--- config.mk ---
export PLATFORM = sky130hd
export DESIGN_NAME = seq_frame_tx
export DESIGN_NICKNAME = d
export VERILOG_FILES = /design/src/rtl/seq_frame_tx.sv
export SDC_FILE = /design/constraint.sdc
export NUM_CORES = 1
export LEC_CHECK = 0
export ABC_AREA = 1
export CAP_MARGIN = 0
export CORE_MARGIN = 4
export CORE_UTILIZATION = 44
export CTS_CLUSTER_SIZE = 30
export DETAILED_ROUTE_END_ITERATION = 8
export PLACE_DENSITY = 0.84
export SLEW_MARGIN = 5
export SYNTH_ARGS = -nofsm -noshare
export SYNTH_HDL_FRONTEND = slang
export SYNTH_SLANG_ARGS = --single-unit
--- constraint.sdc ---
create_clock -name clk -period 1.3 [get_ports clk]
set_input_delay 0.195 -clock clk [delete_from_list [all_inputs] [get_ports clk]]
set_output_delay 0.195 -clock clk [all_outputs]
set_load 0.05 [all_outputs]
--- src/rtl/seq_frame_tx.sv ---
// Serial frame transmitter: preamble ones, MSB-first payload, then one gap cycle.
// Every output is decoded from registered state, counter and shift register.
module seq_frame_tx #(
  parameter int WIDTH   = 8,
  parameter int PRE_LEN = 3
) (
  input  logic             clk,
  input  logic             rst,
  input  logic             in_valid,
  input  logic [WIDTH-1:0] in_data,
  output logic             in_ready,
  output logic             tx_bit,
  output logic             tx_en,
  output logic             done,
  output logic [1:0]       cs
);

  localparam int MAXC  = (PRE_LEN > WIDTH) ? PRE_LEN : WIDTH;
  localparam int CNT_W = $clog2(MAXC + 1);
  // With no preamble PRE is never entered, so its terminal count is unused.
  localparam logic [CNT_W-1:0] PRE_LAST  = (PRE_LEN > 0) ? CNT_W'(PRE_LEN - 1) : '0;
  localparam logic [CNT_W-1:0] DATA_LAST = CNT_W'(WIDTH - 1);

  typedef enum logic [1:0] {
    IDLE = 2'b00,
    PRE  = 2'b01,
    DATA = 2'b10,
    GAP  = 2'b11
  } state_t;

  state_t           state;
  state_t           nxt;
  logic [CNT_W-1:0] cnt;
  logic [WIDTH-1:0] sreg;

  always_ff @(posedge clk) begin
    if (rst) state <= IDLE;
    else     state <= nxt;
  end

  always_comb begin
    nxt = state;
    case (state)
      IDLE:    if (in_valid) nxt = (PRE_LEN == 0) ? DATA : PRE;
      PRE:     if (cnt == PRE_LAST) nxt = DATA;
      DATA:    if (cnt == DATA_LAST) nxt = GAP;
      GAP:     nxt = IDLE;
      default: nxt = IDLE;
    endcase
  end

  // Counter clears on every state exit so each state starts counting from zero.
  always_ff @(posedge clk) begin
    if (rst) begin
      cnt  <= '0;
      sreg <= '0;
    end else begin
      case (state)
        IDLE: begin
          if (in_valid) begin
            sreg <= in_data;
            cnt  <= '0;
          end
        end
        PRE: cnt <= (cnt == PRE_LAST) ? '0 : cnt + CNT_W'(1);
        DATA: begin
          sreg <= sreg << 1;
          cnt  <= (cnt == DATA_LAST) ? '0 : cnt + CNT_W'(1);
        end
        default: cnt <= '0;
      endcase
    end
  end

  always_comb begin
    in_ready = 1'b0;
    tx_en    = 1'b0;
    tx_bit   = 1'b0;
    done     = 1'b0;
    case (state)
      IDLE: in_ready = 1'b1;
      PRE: begin
        tx_en  = 1'b1;
        tx_bit = 1'b1;
      end
      DATA: begin
        tx_en  = 1'b1;
        tx_bit = sreg[WIDTH-1];
      end
      GAP: begin
        tx_en = 1'b1;
        done  = 1'b1;
      end
      default: ;
    endcase
  end

  assign cs = state;

endmodule
==> impl_metrics.tcl, run 1 <==
set metrics [dict create \
    status "complete, but fails checks" \
    violations "setup timing" \
    max_cap_viol_count 0 \
    drive_above_1_share_pct 45.81 \
    critical-path-top-delay-family "flip-flops" \
    synth-seq-area-share_pct 33.79 \
    crit_buf_inv 3 \
    htree_levels 1 \
    clkSinkCount 14 \
    yosys.area.top_type "dfxtp_1" \
    critPathKind "reg2out" \
    cts_tree "built" \
    cp_slowest_stage_delay_ns 0.39 \
    post-dp-hpwl_mm 1.454 \
    grt_pass1_wl_mm 3.539 \
    path_depth 5 \
    slew_headroom_pct 77.23 \
    ys_types 19 \
    row_count 15 \
    r2r_end "sreg[3]" \
    synth_top_area_share_pct 33.79 \
    ir_drop_mv 1.888 \
    post-route-period-util_pct 114.7 \
    dieArea_um2 2644 \
    die_height_um 51.42 \
    critPathMaxFanout 4 \
    synthCells 120 \
    start_util_pct 47.02 \
    numPlacedInstances 162 \
    drv_slew 0 \
    antenna_found_initial 0 \
    rsz0062_at_grt "yes" \
    drcViolationCount 0 \
    finalHoldViolations 0 \
    cp_cell_sequence "inv_6 > ha_4 > inv_4 > nor2_4 > buf_12" \
    synth.avg_cell_area_um2 6.913 \
    wl_per_cell_um 13.89 \
    grt_pass1_vias 808 \
    reg2reg_slack_ns -0.11 \
    clkLatencyLatePin_ns 0.29 \
    gp_congestion 0.8768 \
    powerDensity_nw_per_um2 2368 \
    worst_slack_ns -0.1912 \
    via_per_inst 4.994 \
    antenna_cells 0 \
    cts_hold_buf 0 \
    nFillCells 111 \
    portBuffers 16 \
    netlist_top_cells_area "dfxtp_1 (34%), nand2_1 (15%), ha_1 (11%), nor2_1 (9.0%), inv_1 (5.0%)" \
    period_needed_ns 1.491 \
    cp-start-kind "flop" \
    end_kind "output pin" \
    startpoint "cs[0]" \
    max_freq_mhz 670.6 \
    finalSetupTns_ns -1.046 \
    critPathSlowestCell "dfxtp_4" \
    layout.cells.non_filler 180 \
    min_path_type "reg2reg" \
    via_count 899 \
    area_growth_pct 76.92 \
    ant_nets 0 \
    worst_slew_pin_slew_ns 0.3411 \
    grt_overflow_total 0 \
    pre_cts_ws_ns -0.01926 \
    r2r-start "cs[1]" \
    critical_path_arrival_ns 1.30 \
    drt_iter0_drc 13 \
    setup_violations 14 \
    wirelength_mm 2.500 \
    clock_skew_ns 0.009812 \
    top_level_ports 17 \
    post-route-util_pct 83.19 \
    synth_seq_cells 14 \
    grt_start_max_net_pins 11 \
    cp-endpoint "tx_bit" \
    clk_pin_slew_ns 0.08 \
    die_w_um 51.42 \
    rr_worst_depth 7 \
    cts_buffers 3 \
    first_pass_iters 4 \
    grtUsageTotal_pct 18.09 \
    synth_area_um2 829.5 \
    cts_root_buffer "clkbuf_4" \
    layout.nets 174 \
    core_um2 1764 \
    ys_warn_count 0 \
    power_leakage_nw 0.6196 \
    cts_buffer_depth 2 \
    synth_nets 138 \
    required_ns 1.11 \
]
timing repair:
item | 4_1_cts | 5_1_grt
setup buffers | 5 | 8
gates resized for setup | 11 | 35
pin swaps | 6 | 12
gates cloned | 1 | 0
endpoints found under the setup margin | 10 | 18
worst reg2reg max path, cell delays in order (launching register included):
cell	delay (ns)
dfxtp_4	0.37
buf_12	0.13
ha_4	0.17
buf_8	0.15
o21ai_4	0.23
buf_6	0.14
o21ai_2	0.05
nor2_1	0.13
synth_stat cells:
| master | number |
|---|---|
| nand3_2 | 2 |
| a21oi_2 | 3 |
| nor2_1 | 20 |
| nand4_1 | 3 |
| nand2_1 | 33 |
| o21ai_0 | 5 |
| o21ai_1 | 3 |
| a21oi_1 | 5 |
| inv_4 | 2 |
| nand3_1 | 3 |
| nand2_4 | 1 |
| ha_1 | 7 |
| nand2_2 | 4 |
| dfxtp_1 | 14 |
| nor3_1 | 1 |
| buf_4 | 1 |
| or2_2 | 1 |
| inv_1 | 11 |
| o21ai_2 | 1 |
layout by cell type, fill, tap and decap left out, types with 5 or more instances in the layout:
master and instances:
nand2_1 28, a21oi_2 5, buf_4 8, clkdlybuf4s50_1 10
inv_1 6, o21ai_1 5, nor2_1 14, buf_12 7
nand2_2 7, dfxtp_1 10
per-stage QoR:
stage / hold WS [ns] / total power [mW] / cell area, µm²
after floorplan: 0.2574 / 1.862 / 910.9
after global placement: 0.4629 / 2.357 / 1166
after detailed placement: 0.4659 / 2.410 / 1166
after CTS: 0.4789 / 2.983 / 1292
after global routing: 0.5044 / 3.684 / 1468
final: 0.4756 / 3.475 / 1468
routing by layer:
metal / vias up / part of all wire [%] / global-route usage, % / routed length (µm)
li1: 453 / - / - / -
met1: 414 / 41 / 20.14 / 1029
met2: 24 / 52 / 31.78 / 1312
met3: 8 / 3.6 / 5.831 / 91
met4: 0 / 2.6 / 6.550 / 66
met5: - / 0 / 0 / 0
flip-flops by register name (all words and copies together) (netlist names):
name	count
cnt	4
cs	2
sreg	8
how the worst min path moves through the flow:
stage                   end     from  depth (start not counted)  slack (ns)
finish              sreg[0]  sreg[0]                          2        0.48
global route        sreg[0]  sreg[0]                          2        0.50
floorplan            cnt[1]      rst                          1        0.26
detailed placement  sreg[0]  sreg[0]                          2        0.47
CTS                 sreg[0]  sreg[0]                          2        0.48
global placement    sreg[0]  sreg[0]                          2        0.46
power breakdown:
| group | internal [mW] | leakage [nW] | total (mW) | switching, mW |
|---|---|---|---|---|
| Combinational | 1.11 | 0.481 | 2.46 | 1.35 |
| Sequential | 0.574 | 0.117 | 0.694 | 0.120 |
| Clock | 0.171 | 0.0210 | 0.325 | 0.154 |
| Total | 1.86 | 0.620 | 3.47 | 1.62 |
layout make-up:
| type | instances | area (µm²) | share of cell area [%] |
|---|---|---|---|
| tap | 25 | 31.28 | 2.131 |
| multi-input combinational | 93 | 650.6 | 44.33 |
| timing repair buffer | 31 | 379.1 | 25.83 |
| clock buffer | 4 | 36.28 | 2.472 |
| inverter | 13 | 80.08 | 5.456 |
| sequential | 14 | 290.3 | 19.78 |
kinds of logic (layout without fill, tap and decap cells):
family	Yosys count	count (layout)	synth area share, %
compound gates	17	18	12.07
flops	14	14	33.79
simple gates	68	68	36.20
fa+ha+maj	7	7	10.56
buf+inv	14	48	7.391
(Power assumes the default switching activity.)
==> run 2: changes to the inputs <==
--- a/config.mk
+++ b/config.mk
@@ -11,6 +11,8 @@
 export CORE_UTILIZATION = 44
 export CTS_CLUSTER_SIZE = 30
 export DETAILED_ROUTE_END_ITERATION = 8
+export GPL_ROUTABILITY_DRIVEN = 0
+export MAX_ROUTING_LAYER = met4
 export PLACE_DENSITY = 0.84
 export SLEW_MARGIN = 5
 export SYNTH_ARGS = -nofsm -noshare
==> run 2 against run 1 <==
The run still ends with setup timing left. Sequential share of layout area is the same. Clock power rose by 3%. First-iteration DRC count unchanged. Worst setup slack got worse by 0.015 ns.
==> impl_metrics.tcl, run 2 (same netlist as run 1, synthesis figures left out) <==
set metrics [dict create \
    status "complete, but fails checks" \
    violations "setup timing" \
    critPathKind "reg2out" \
    grtUsageTotal_pct 18.57 \
    r2r-start "cs[1]" \
    drv_slew 0 \
    post-route-util_pct 83.19 \
    multiInputGateArea_um2 650.6 \
    die_w_um 51.42 \
    pre_cts_ws_ns -0.01926 \
    post-dp-hpwl_mm 1.454 \
    drive_above_1_share_pct 45.81 \
    wl_met2_mm 1.326 \
    slew_headroom_pct 77.41 \
    wl_met1_mm 1.008 \
    required_ns 1.11 \
    first_pass_iters 7 \
    cp-start-kind "flop" \
    maxUsedRoutingLayer "met4" \
    clk_pin_slew_ns 0.08 \
    antenna_found_initial 0 \
    cts_buffer_depth 2 \
    ant_nets 0 \
    via_per_inst 5.011 \
    final_common_cell "nand2_1" \
    clkLatencyLatePin_ns 0.30 \
    clock_skew_ns 0.007421 \
    power_leakage_nw 0.6196 \
    max_flop_register "sreg" \
    worst_slack_ns -0.2059 \
    die_height_um 51.42 \
    portBuffers 16 \
    setup_violations 13 \
    min_path_type "in2reg" \
    drcViolationCount 0 \
    cts_root_buffer "clkbuf_4" \
    ir_drop_mv 1.890 \
    htree_levels 1 \
    wl_per_cell_um 14.02 \
    holdWs_ns 0.4736 \
    wirelength_mm 2.523 \
    startpoint "cs[0]" \
    end_kind "output pin" \
    grt_start_max_net_pins 11 \
    max_cap_viol_count 0 \
    grt_pass1_wl_mm 3.539 \
    layout.nets 174 \
    post-route-period-util_pct 115.8 \
    grt_overflow_total 0 \
    drt_iter0_drc 13 \
    hp-start "in_data[0]" \
    period_needed_ns 1.506 \
    area_growth_pct 76.92 \
    total_power_mw 3.489 \
    routed-wl-met3_um 120 \
    regArea_um2 290.3 \
    critPathMaxFanout 4 \
    largest_register_ffs 8 \
    final_cell_mix "nand2_1 (28), nor2_1 (14), dfxtp_1 (10), clkdlybuf4s50_1 (10), buf_4 (8)" \
    via_count 902 \
    nFillCells 111 \
    finalHoldViolations 0 \
    row_count 15 \
    max_freq_mhz 664.0 \
    grt_pass1_vias 804 \
    core_um2 1764 \
    top_level_ports 17 \
    rsz0062_at_grt "yes" \
    critical_path_arrival_ns 1.31 \
    dieArea_um2 2644 \
    cts_buffers 3 \
    clkSinkCount 14 \
    worst_slew_pin_slew_ns 0.3384 \
    cts_tree "built" \
    powerDensity_nw_per_um2 2377 \
    antenna_cells 0 \
    start_util_pct 47.02 \
]
-- run 2: cell counts in the layout (fill, tap and decap cells not counted) --
No cell type changed its count.
-- run 2: area by class of cell --
| type | instances | share of cell area, % |
|---|---|---|
| Clock buffer | 4 | 2.472 |
| Sequential cell | 14 | 19.78 |
| Tap cell | 25 | 2.131 |
| Inverter | 13 | 5.456 |
| Multi-Input combinational cell | 93 | 44.33 |
| Timing Repair Buffer | 31 | 25.83 |
-- run 2: path summary, 6_finish.rpt --
kind                            slack [ns]  cells past startpoint       to
worst max-delay path                 -0.21                      5   tx_bit
worst min-delay path                  0.47                      3  sreg[0]
worst max register to register       -0.11                      7  sreg[3]
worst min register to register        0.47                      2  sreg[0]
-- run 2: where the power goes --
part / total [mW] / switching [mW] / internal, mW
registers: 0.694 / 0.120 / 0.574
clock network: 0.336 / 0.165 / 0.171
logic: 2.46 / 1.35 / 1.11
-- run 2: critical path: stages (launching register included) --
cell	delay (ns)
dfxtp_4	0.39
inv_6	0.05
ha_4	0.27
inv_4	0.04
nor2_4	0.11
buf_12	0.14
-- run 2: metrics by stage --
step | instance area [µm²] | cells | setup TNS, ns
after floorplan | 910.9 | 120 | -0.1541
after global placement | 1166 | 162 | 0
after detailed placement | 1166 | 162 | -0.07468
after CTS | 1292 | 172 | -0.9146
after global routing | 1468 | 180 | -1.944
final | 1468 | 180 | -1.159
-- run 2: repair_timing --
item	in CTS	in global routing
hold buffers	0	0
setup buffers	5	8
pin swaps	6	12
resized for setup	11	35
setup endpoints to repair	10	18
gates cloned	1	0
-- run 2: layer usage --
metal	track usage, %	up-vias
met1	20.14	410
met2	31.78	31
li1	-	452
met5	-	-
met3	5.831	9
met4	6.550	0
